### src/rtl/hwpe_dma_loader.sv
// hwpe_dma_loader: streams 64-bit source words into the HWPE DMA write port,
// loading fmap bank 1, fmap bank 2 and kernel SRAM in that order.
module hwpe_dma_loader #(
    parameter int HWPE_ADDR_WIDTH = 16,
    parameter int SRC_ADDR_WIDTH  = 32,
    parameter int CNT_WIDTH       = 16,
    parameter int MAX_OUTSTD      = 2
) (
    input  logic                       clk,
    input  logic                       rst_n,
    input  logic                       start,
    input  logic [SRC_ADDR_WIDTH-1:0]  cfg_fmap_src1,
    input  logic [SRC_ADDR_WIDTH-1:0]  cfg_fmap_src2,
    input  logic [HWPE_ADDR_WIDTH-1:0] cfg_fmap_dst2,
    input  logic [CNT_WIDTH-1:0]       cfg_fmap_words,
    input  logic [SRC_ADDR_WIDTH-1:0]  cfg_kern_src,
    input  logic [HWPE_ADDR_WIDTH-1:0] cfg_kern_dst,
    input  logic [CNT_WIDTH-1:0]       cfg_kern_words,
    output logic                       src_req_valid,
    input  logic                       src_req_ready,
    output logic [SRC_ADDR_WIDTH-1:0]  src_req_addr,
    input  logic                       src_rsp_valid,
    input  logic [63:0]                src_rsp_data,
    output logic                       dma_wen,
    output logic [HWPE_ADDR_WIDTH-1:0] dma_wa,
    output logic [63:0]                dma_wd,
    output logic                       busy,
    output logic                       done,
    output logic                       fmap_done,
    output logic                       kernel_done
);
    localparam logic [SRC_ADDR_WIDTH-1:0]  SRC_MASK = ~SRC_ADDR_WIDTH'(7);
    localparam logic [HWPE_ADDR_WIDTH-1:0] DST_MASK = ~HWPE_ADDR_WIDTH'(7);
    typedef enum logic [2:0] {IDLE, FMAP1, FMAP2, KERN, DONE} state_t;
    state_t                     state, nxt;
    logic [SRC_ADDR_WIDTH-1:0]  src1, src2, ksrc, src_base;
    logic [HWPE_ADDR_WIDTH-1:0] dst2, kdst, dst_base;
    logic [CNT_WIDTH-1:0]       fwords, kwords, words, issued, written;
    logic [2:0]                 outstd;
    logic                       req_hs, rsp_ok, phase_end;
    always_comb begin
        src_base = state == FMAP1 ? src1 : state == FMAP2 ? src2 : state == KERN ? ksrc : '0;
        dst_base = state == FMAP2 ? dst2 : state == KERN ? kdst : '0;
        words = (state == FMAP1 || state == FMAP2) ? fwords : state == KERN ? kwords : '0;
        src_req_valid = issued < words && outstd < 3'(MAX_OUTSTD);
        src_req_addr = src_base + (SRC_ADDR_WIDTH'(issued) << 3);
        req_hs = src_req_valid && src_req_ready;
        rsp_ok = src_rsp_valid && outstd != 3'd0;
        // a phase closes in the cycle its last write is on the port
        phase_end = words != '0 && written == words;
        nxt = state == IDLE ? (!start ? IDLE : cfg_fmap_words != '0 ? FMAP1 :
                               cfg_kern_words != '0 ? KERN : DONE) :
              state == DONE ? IDLE :
              !phase_end ? state :
              state == FMAP1 ? FMAP2 :
              state == FMAP2 ? (kwords != '0 ? KERN : DONE) : DONE;
    end
    always_ff @(posedge clk) begin
        if (!rst_n) begin
            state <= IDLE;
            src1 <= '0;
            src2 <= '0;
            ksrc <= '0;
            dst2 <= '0;
            kdst <= '0;
            fwords <= '0;
            kwords <= '0;
            issued <= '0;
            written <= '0;
            outstd <= '0;
            dma_wen <= 1'b0;
            dma_wa <= '0;
            dma_wd <= '0;
            busy <= 1'b0;
            done <= 1'b0;
            fmap_done <= 1'b0;
            kernel_done <= 1'b0;
        end else begin
            state <= nxt;
            outstd <= outstd + 3'(req_hs) - 3'(rsp_ok);
            issued <= nxt != state ? '0 : req_hs ? issued + CNT_WIDTH'(1) : issued;
            written <= nxt != state ? '0 : rsp_ok ? written + CNT_WIDTH'(1) : written;
            dma_wen <= rsp_ok;
            if (rsp_ok) begin
                dma_wa <= dst_base + (HWPE_ADDR_WIDTH'(written) << 3);
                dma_wd <= src_rsp_data;
            end
            busy <= nxt == FMAP1 || nxt == FMAP2 || nxt == KERN;
            done <= nxt == DONE;
            if (state == IDLE && start) begin
                src1 <= cfg_fmap_src1 & SRC_MASK;
                src2 <= cfg_fmap_src2 & SRC_MASK;
                ksrc <= cfg_kern_src & SRC_MASK;
                dst2 <= cfg_fmap_dst2 & DST_MASK;
                kdst <= cfg_kern_dst & DST_MASK;
                fwords <= cfg_fmap_words;
                kwords <= cfg_kern_words;
                fmap_done <= cfg_fmap_words == '0;
                kernel_done <= 1'b0;
            end
            if (state == FMAP2 && phase_end)
                fmap_done <= 1'b1;
            // every route into DONE has either written or skipped the kernel
            if (nxt == DONE)
                kernel_done <= 1'b1;
        end
    end
endmodule

### config.mk
export PLATFORM = sky130hd
export DESIGN_NAME = hwpe_dma_loader
export DESIGN_NICKNAME = d
export VERILOG_FILES = /design/src/rtl/hwpe_dma_loader.sv
export SDC_FILE = /design/constraint.sdc
export NUM_CORES = 1
export LEC_CHECK = 0
export ABC_AREA = 1
export CORE_ASPECT_RATIO = 0.6
export CORE_MARGIN = 5
export CORE_UTILIZATION = 54
export CTS_BUF_LIST = sky130_fd_sc_hd__clkbuf_16
export DETAILED_ROUTE_END_ITERATION = 10
export PLACE_DENSITY = 0.87
export SETUP_SLACK_MARGIN = 0.15
export SYNTH_ARGS = -nofsm -noshare
export SYNTH_HDL_FRONTEND = slang
export SYNTH_SLANG_ARGS = --single-unit
### constraint.sdc
create_clock -name clk -period 14.3 [get_ports clk]
set_input_delay 3.575 -clock clk [delete_from_list [all_inputs] [get_ports clk]]
set_output_delay 3.575 -clock clk [all_outputs]
set_load 0.05 [all_outputs]
Yosys cells after proc, flatten, opt, wreduce, memory -nomap -nowiden --
Index checks and enable logic that the tools add are counted.
Cells by class: add/subtract/negate cells 6, $lt $le $gt $ge 2, eq/ne operators 10, multiplexer cells 20, bitwise logic cells 1, reduce and logical (&&, ||, !) cells 19
Operator list (number):
- 2-to-1 mux 32 bit | 3
- 2-to-1 mux 16 bit | 4
- nonzero test 16 bit | 4
- adder 16 x 1 -> 16 bit (second input constant) | 2
- adder 32 x 19 -> 32 bit | 1
- 2-to-1 mux 3 bit | 9
- adder 16 bit | 1
- equality test 16 bit | 1
- zero test 16 bit | 1
- less-than comparator 16 bit | 1
- equality test 3 x 2 -> 1 bit (second input constant) | 4
- equality test 3 x 1 -> 1 bit (second input constant) | 2
- equality test 3 bit (second input constant) | 2
- logical AND 1 bit | 6
- 2-to-1 mux 1 bit | 4
- nonzero test 2 bit | 2
- adder 3 x 1 -> 3 bit | 1
- zero test 3 bit | 1
- logical OR 1 bit | 3
- less-than comparator 3 x 2 -> 1 bit (second input constant) | 1
- inequality test 3 bit | 1
- nonzero test 3 bit | 1
- subtractor 3 x 1 -> 3 bit | 1
- OR reduction 2 bit | 1
- inverter 1 bit | 1
Storage, ports and cells: register bits after elaboration 268, input port bits 229, output and inout port bits 118, word-level logic and storage cells 76

Longest topological paths before layout --
Gate-level depths: netlist of the first run.
depth after elaboration 11, depth in mapped cells 23, mapped depth without buffers 21

Least setup slack after synthesis of the first run --
OpenSTA, ideal clock, no wires.
path kind register to output, start point register state[1], end point output port src_req_addr[22], arrival 4.153 ns, required time 10.725 ns, slack 6.572 ns, stages on the path, launching flop included 22, path buffers 4, cells stage by stage dfxtp_1 > buf_6 > nand3_2 > inv_1 > buf_2 > buf_1 > clkbuf_1 > a22oi_1 > a21oi_1 > ha_1 > a21oi_1 > nand2_1 > nand2_1 > nand2_1 > a21oi_1 > o21ai_0 > a21boi_0 > o21ai_0 > nand2_1 > o21ai_1 > nand2_1 > xor2_1
On the way: cells in the longest elaborated chain, start to end 5
Ends and longest elaborated chain:
- start: declaration | RTL line 35 | state_t state, nxt;
- start signal: assignment | RTL line 79 | state <= nxt;
- equality test 3 x 2 -> 1 bit | RTL line 42 | src_base = state == FMAP1 ? src1 : state == FMAP2 ? src2 : state == KERN ? ksrc : '0;
- 2-to-1 mux 32 bit (2 in a row) | RTL line 42
- 2-to-1 mux 32 bit (*) | RTL line 42
- adder 32 x 19 -> 32 bit (*) | RTL line 46 | src_req_addr = src_base + (SRC_ADDR_WIDTH'(issued) << 3);
- end: declaration | RTL line 21 | output logic [SRC_ADDR_WIDTH-1:0] src_req_addr,
Mark *: on every way between the ends. The rest lies on a longest branch, timed or not.

Worst setup path after layout of the first run --
start point register state[0], end point output port src_req_addr[24]
Same word-level chain as after synthesis.

==> metrics.md, run 1 <==
| Metric | Value |
|---|---|
| All-layer global routing usage | 0.2898 |
| Arrival @ worst endpoint | around 6000 ps |
| Die height | about 130 um |
| HP Class | reg -> reg |
| Avg Cell Area, Syn | around 7.1 um2 |
| Reg2reg path depth | 20 |
| Setup bufs post-CTS | 0 |
| Crit path cell chain | nand3_2, inv_1, a22oi_1, a21oi_1, ha_1, a21oi_1, nand2_1, nand2_1, nand2_1, a21oi_1, o21ai_0, a21boi_0, buf_4, o21ai_0, nand2_1, o21ai_1, nand2_1, xor2_1, clkdlybuf4s50_1 |
| Hold depth | 2 |
| Min Tclk post-route | about 9600 ps |
| Row cnt | 44 |
| Hold Crit Start | src2[30] |
| TritonCTS Sinks | ~270 |
| Post-Place Cells | around 2400 |
| Register bit total from synthesis | 265 |
| Clk root buf | clkbuf_16 |
| CTS Buf Count | 26 |
| Layout Nets | around 2400 |
| DRC violations left | 0 |
| Hold Path End | src2[30] |
| Seq. cell area | 5305 um2 |
| Setup slack, reg-to-reg | a little over 9000 ps |
| Crit path buf inv count | 3 |
| CP endpoint kind | primary output |
| Share of layout cells above drive strength 1 | 0.05067 |
| CTS Buffer Depth | 3 |
| Die Wd | ~210 um |
| Status | completed |
| Number of antenna violations at the first check in global routing | 1 |
| Reg clk slew, reported paths | 60 ps |
| Fin util | 0.7217 |
| RR Endpoint | outstd[2] |
| Number of gates resized after CTS | 0 |
| # setup viols final | 0 |
| Crit path top cell by count | nand2_1 |
| Antenna Nets Post-Route | 0 |
| Primary FF master, synth | dfxtp_1 |
| Reg2Reg Launch Point | state[0] |
| Crit path kind | reg -> out |
| VDD IR-drop max | roughly 0.15 mV |
| Routed via count | between 10000 and 15000 |
| Startpoint Class | flip-flop |
| Worst Tran Pin Value | 1096 ps |
| Final worst-path setup slack | 4687 ps |
| Final slew viol count | 0 |
| Fin crit share | 0.6722 |
| Global route overflow | 0 |
| Dpl ws | 5453 ps |
| Hold WS | around 470 ps |
| RSZ-0062 raised after global routing | no |
| Post-synthesis async set-or-reset flop share | 0 |
| CTS tree | yes |
| First-pass GRT wire length | between 60 and 70 mm |
| Core Region | 24390 um2 |
| Power Density | 207.1 nW/um2 |
| Slowest-stage cell, CP | clkdlybuf4s50_1 |
| Multi-input gate area | approximately 7200 um2 |
| Yosys cell types | 47 |
| Post-Layout Cell Count | roughly 2500 |
| Required time of the critical path | about 11000 ps |
| Final TNS setup | 0 ps |
| Clock skew | between 15 and 20 ps |
| IO buf count | between 300 and 400 |
| Vias per inst | approximately 5.6 |
| Largest net degree at the start of global routing | approximately 140 |
| Most frequent cells in the layout | nor2_1, clkdlybuf4s50_1, dfxtp_1 |
| Relative slew margins | 0.2694 |
| Yosys warns | 0 |
| Area Growth Syn to Fin | 30.61% |
| Most common cell after layout, fill and taps aside | nor2_1 |
| Cells after Synth | approximately 1900 |
| Post-synth EDFFs | 0 |
| Sequential-to-total area share from yosys stat | 0.3937 |
| DR WL/cell | roughly 17 um |
| Fill cells | approximately 1900 |
| Vias in the first global route | 12850 |
| H-tree Lvls | 1 |
| I/O pins | between 300 and 400 |
| First-iteration detailed-routing DRC count | about 1500 |
| Final WL | approximately 43 mm |
| Final Hold Viols | 0 |
| CP delay by family, top | compound AO/OA/AOI/OAI gates |
| Post-CTS Hold Buffers | 0 |
| Die footprint | 28320 um2 |
| Final Wtd Congestion | 0.9457 |
| Max Fclk | 104.0 MHz |
| Leak | between 7 and 8 nW |
| DP HPWL | 32.04 mm |
| Max incr delay on CP | roughly 840 ps |
| Drt first pass iters | 6 |
| Max Cap Viol | 0 |
| CP max FO | 18 |
| Mapped Area | around 13000 um2 |
| Skew-Pair Late Insertion Delay | 560 ps |
| Starting Density | 0.5525 |
-- routing by layer --
layer	track usage	vias to the layer above	share of wire
met5	0	-	0
met4	0.08330	0	0.031
met3	0.06863	96	0.095
met2	0.4461	612	0.44
met1	0.4087	6442	0.44
li1	-	6725	-
-- cells in the mapped netlist (9+ instances only) --
cell	n	area (um2)
xnor2_1	16	140.1
nor3_1	18	90.09
a22oi_1	25	187.7
xor2_1	50	437.9
o21a_1	9	67.56
nor3_2	30	300.3
inv_1	119	446.7
nor4_1	15	93.84
dfxtp_1	265	5305
a21oi_1	77	385.4
a22o_1	12	105.1
buf_2	12	60.06
clkbuf_1	79	296.5
nand2_1	225	844.6
nand3_1	50	250.2
o21ai_0	247	1236
ha_1	47	588.1
nor2_1	490	1839
nand4_1	28	175.2
-- layout make-up --
cell class                 instances  area share
multi-input combinational       1399      0.4118
sequential                       265      0.3014
timing repair buffer             335      0.1890
clock buffer                      26     0.03697
inverter                         124     0.02666
tap                              322     0.02289
clock inverter                    22     0.01116
antenna                            1   0.0001422
-- kinds of logic (layout without fill, tap and decap cells) --
kind of cell               Yosys count  in the layout  synth area share
xor gates and xnor gates            66             66           0.04290
other                                1              7         0.0002783
and+or+nand+nor                    879            879            0.2811
buffers and inverters              235            507           0.07177
AOI/OAI and AO/OA                  398            398            0.1622
DFF                                265            265            0.3937
adders and majority gates           50             50           0.04810
-- power breakdown --
group          switching, W  total, W  internal, W  leakage (nW)
clock              0.000309  0.000681     0.000373         0.416
sequential         0.000126   0.00106     0.000938          2.18
combinational       0.00132   0.00190     0.000576          4.69
-- stage by stage --
step | total power (W) | area (um2)
after global routing | 0.003867 | 17600
after detailed placement | 0.002947 | 16750
after CTS | 0.003638 | 17600
after global placement | 0.002891 | 16750
final | 0.003645 | 17600
after floorplan | 0.002403 | 13490
-- worst max-delay path by stage --
stage / start / end / depth (start not counted)
finish: state[0] / src_req_addr[24] / 19
global route: state[1] / src_req_addr[24] / 19
CTS: state[1] / src_req_addr[24] / 19
detailed placement: state[1] / src_req_addr[22] / 19
global placement: state[1] / src_req_addr[24] / 19
floorplan: state[1] / src_req_addr[22] / 21
-- flip-flops by register name, summed over array words and instances (netlist names), 13 cells and up --
register / flops
kwords: 16
ksrc: 29
written: 16
issued: 16
kdst: 13
dma_wa: 13
dma_wd: 64
src2: 29
dst2: 13
src1: 29
fwords: 16
-- worst reg2reg max path: cells and delay by family, from the launching register on --
| family | cells | cell delay, ps |
|---|---|---|
| compound gates | 1 | 160 |
| xor+xnor | 1 | 160 |
| fa+ha+maj | 4 | 1230 |
| buf+inv | 4 | 650 |
| flops | 1 | 630 |
| simple gates | 10 | 2060 |
No activity file was read; power rests on OpenSTA's default activity.
==> run 2: changes to the inputs <==
--- a/config.mk
+++ b/config.mk
@@ -8,10 +8,10 @@
 export ABC_AREA = 1
 export CORE_ASPECT_RATIO = 0.6
 export CORE_MARGIN = 5
-export CORE_UTILIZATION = 54
+export CORE_UTILIZATION = 50
 export CTS_BUF_LIST = sky130_fd_sc_hd__clkbuf_16
 export DETAILED_ROUTE_END_ITERATION = 10
-export PLACE_DENSITY = 0.87
+export PLACE_DENSITY = 0.82
 export SETUP_SLACK_MARGIN = 0.15
 export SYNTH_ARGS = -nofsm -noshare
 export SYNTH_HDL_FRONTEND = slang
==> constraint.sdc (replaced) <==
create_clock -name clk -period 9.6 [get_ports clk]
set_input_delay 2.4 -clock clk [delete_from_list [all_inputs] [get_ports clk]]
set_output_delay 2.4 -clock clk [all_outputs]
set_load 0.05 [all_outputs]
==> metrics.md, run 2 (same netlist as run 1, synthesis figures left out) <==
| Metric | Value |
|---|---|
| Dpl cell area | 16810 um2 (was 16750 um2) |
| Setup slack, reg-to-reg | 4460 ps (was 9280 ps) |
| RR Endpoint | outstd[2] (unchanged) |
| Number of antenna violations at the first check in global routing | 1 (unchanged) |
| Reg2Reg Launch Point | state[0] (unchanged) |
| Power, Total | 0.005559 W (was 0.003645 W) |
| All-layer global routing usage | 0.2697 (was 0.2898) |
| Clock skew | 16.53 ps (was 16.71 ps) |
| TritonCTS Sinks | 265 (unchanged) |
| Min Tclk post-route | between 8000 and 9000 ps |
| Most frequent cells in the layout | nor2_1, clkdlybuf4s50_1, dfxtp_1 (unchanged) |
| Post-CTS Hold Buffers | 0 (unchanged) |
| First-pass GRT wire length | 66.94 mm (was 67.90 mm) |
| Biggest register | dma_wd (unchanged) |
| Setup bufs post-CTS | 0 (unchanged) |
| Required time of the critical path | 7200 ps (was 10720 ps) |
| Most common cell after layout, fill and taps aside | nor2_1 (unchanged) |
| Skew-Pair Late Insertion Delay | 550 ps (was 560 ps) |
| Final TNS setup | 0 ps (unchanged) |
| CTS Buffer Depth | 3 (unchanged) |
| HP Class | reg -> reg (unchanged) |
| Largest register FFs | 64 (unchanged) |
| Worst Tran Pin Value | 1062 ps (was 1096 ps) |
| H-tree Lvls | 1 (unchanged) |
| RSZ-0062 raised after global routing | no (unchanged) |
| Fin util | 0.6710 (was 0.7217) |
| Design area | 17760 um2 (was 17600 um2) |
| Die height | 137.2 um (was 132.4 um) |
| Status | completed (unchanged) |
| Final slew viol count | 0 (unchanged) |
| I/O pins | 347 (unchanged) |
| Leak | 7.349 nW (was 7.295 nW) |
| Reg clk slew, reported paths | 60 ps (about the same) |
| Final Hold Viols | 0 (unchanged) |
| Starting Density | 0.5090 (was 0.5525) |
| IO buf count | 325 (unchanged) |
| CTS tree | yes (unchanged) |
| Global route overflow | 0 (unchanged) |
| Power Density | 313.0 nW/um2 (was 207.1 nW/um2) |
| Layout Nets | 2432 (was 2430) |
| Startpoint Class | flip-flop (unchanged) |
| Routed via count | 13640 (was 13880) |
| CP endpoint kind | primary output (unchanged) |
| Critical Path End | src_req_addr[24] (unchanged) |
| CTS Buf Count | 27 (was 26) |
| # setup viols final | 0 (unchanged) |
| Fill cells | 2283 (was 1898) |
| Area Growth Syn to Fin | 31.83% (was 30.61%) |
| Core Region | 26480 um2 (was 24390 um2) |
| Clk root buf | clkbuf_16 (unchanged) |
| Fin crit share | 0.8990 |
| Row cnt | 46 (was 44) |
| Antenna Nets Post-Route | 0 (unchanged) |
| Crit path from | state[0] (unchanged) |
| Hold WS | 461.9 ps (was 466.6 ps) |
| Reg2reg path depth | 20 (unchanged) |
| Number of gates resized after CTS | 0 (unchanged) |
| Share of layout cells above drive strength 1 | 0.05292 (was 0.05067) |
| Relative slew margins | 0.2919 (was 0.2694) |
| DP HPWL | 32.59 mm (was 32.04 mm) |
| First-iteration detailed-routing DRC count | 1232 (was 1480) |
| Die Wd | 221.9 um (was 213.9 um) |
| Largest net degree at the start of global routing | 98 (was 137) |
| Drt first pass iters | 5 (was 6) |
| Vias per inst | 5.382 (was 5.563) |
| Die footprint | 30440 um2 (was 28320 um2) |
| Final WL | 43.48 mm (was 43.28 mm) |
| Final Wtd Congestion | 0.9442 (was 0.9457) |
| DRC violations left | 0 (unchanged) |
| Crit path kind | reg -> out (unchanged) |
| CP max FO | 33 (was 18) |
| DR WL/cell | 17.16 um (was 17.35 um) |
| Max Cap Viol | 0 (unchanged) |
| Max Fclk | about 120 MHz |
| Arrival @ worst endpoint | 6230 ps (was 6040 ps) |
| Vias in the first global route | 12750 (was 12850) |
| VDD IR-drop max | 0.2597 mV (was 0.1500 mV) |
[run 2: cell types whose count changed in the layout (fill, tap and decap cells not counted), sizes merged]
cell | before | now
clkbuf | 26 | 27
inv | 126 | 129
clkinvlp | 3 | 4
buf | 11 | 12
clkinv | 15 | 7
bufinv | 2 | 6
[run 2: layer usage]
layer | global-route usage | wire, um | up-vias
met2 | 0.4105 | 18780 | 512
met5 | 0 | 0 | -
met3 | 0.06088 | 3793 | 65
li1 | - | - | 6724
met1 | 0.3919 | 20030 | 6338
met4 | 0.06158 | 873 | 0
[run 2: worst max-delay path, cell delays in order (launching register included)]
cell and delay [ps]:
dfxtp_1 610, nand3_2 370, inv_1 330, buf_4 430, a22oi_1 260, a21oi_1 420
ha_1 240, a21oi_1 70, nand2_1 90, nand2_1 60, nand2_1 50, a21oi_1 80
o21ai_0 370, a21boi_0 150, buf_4 200, o21ai_0 300, nand2_1 100, o21ai_1 330
nand2_1 130, xor2_1 220, clkdlybuf4s50_1 840
[run 2: where the power goes]
part	switching, W	leakage [nW]	internal [W]	total (W)
clock network	0.000463	0.466	0.000679	0.00114
logic	0.00198	4.70	0.000860	0.00284
registers	0.000180	2.18	0.00140	0.00158
[run 2: worst min path at each step]
stage / endpoint / startpoint / slack [ps] / cells past startpoint
2_1_floorplan: fwords[1] / fwords[1] / 430 / 2
3_3_place_gp: src2[30] / src2[30] / 450 / 2
3_5_place_dp: fwords[1] / fwords[1] / 460 / 2
4_1_cts: fwords[1] / fwords[1] / 460 / 2
5_1_grt: kwords[0] / kwords[0] / 490 / 2
6_report: fwords[1] / fwords[1] / 460 / 2
[run 2: cell type report]
class | count | area, um2 | share of cell area
clock inverters | 22 | 280.3 | 0.01578
flip-flops and latches | 265 | 5305 | 0.2986
multi-input cells | 1399 | 7248 | 0.4080
diodes | 1 | 2.502 | 0.0001409
repair buffers | 336 | 3333 | 0.1876
well taps | 360 | 450.4 | 0.02536
inverters | 124 | 469.2 | 0.02641
clock buffers | 27 | 675.6 | 0.03803
[run 2: stage by stage]
stage | std cells | worst slack [ps]
6_report | 2534 | 969.3
3_5_place_dp | 2484 | 1736
5_1_grt | 2533 | 630.7
3_3_place_gp | 2484 | 1937
4_1_cts | 2533 | 1104
2_1_floorplan | 1899 | 3047
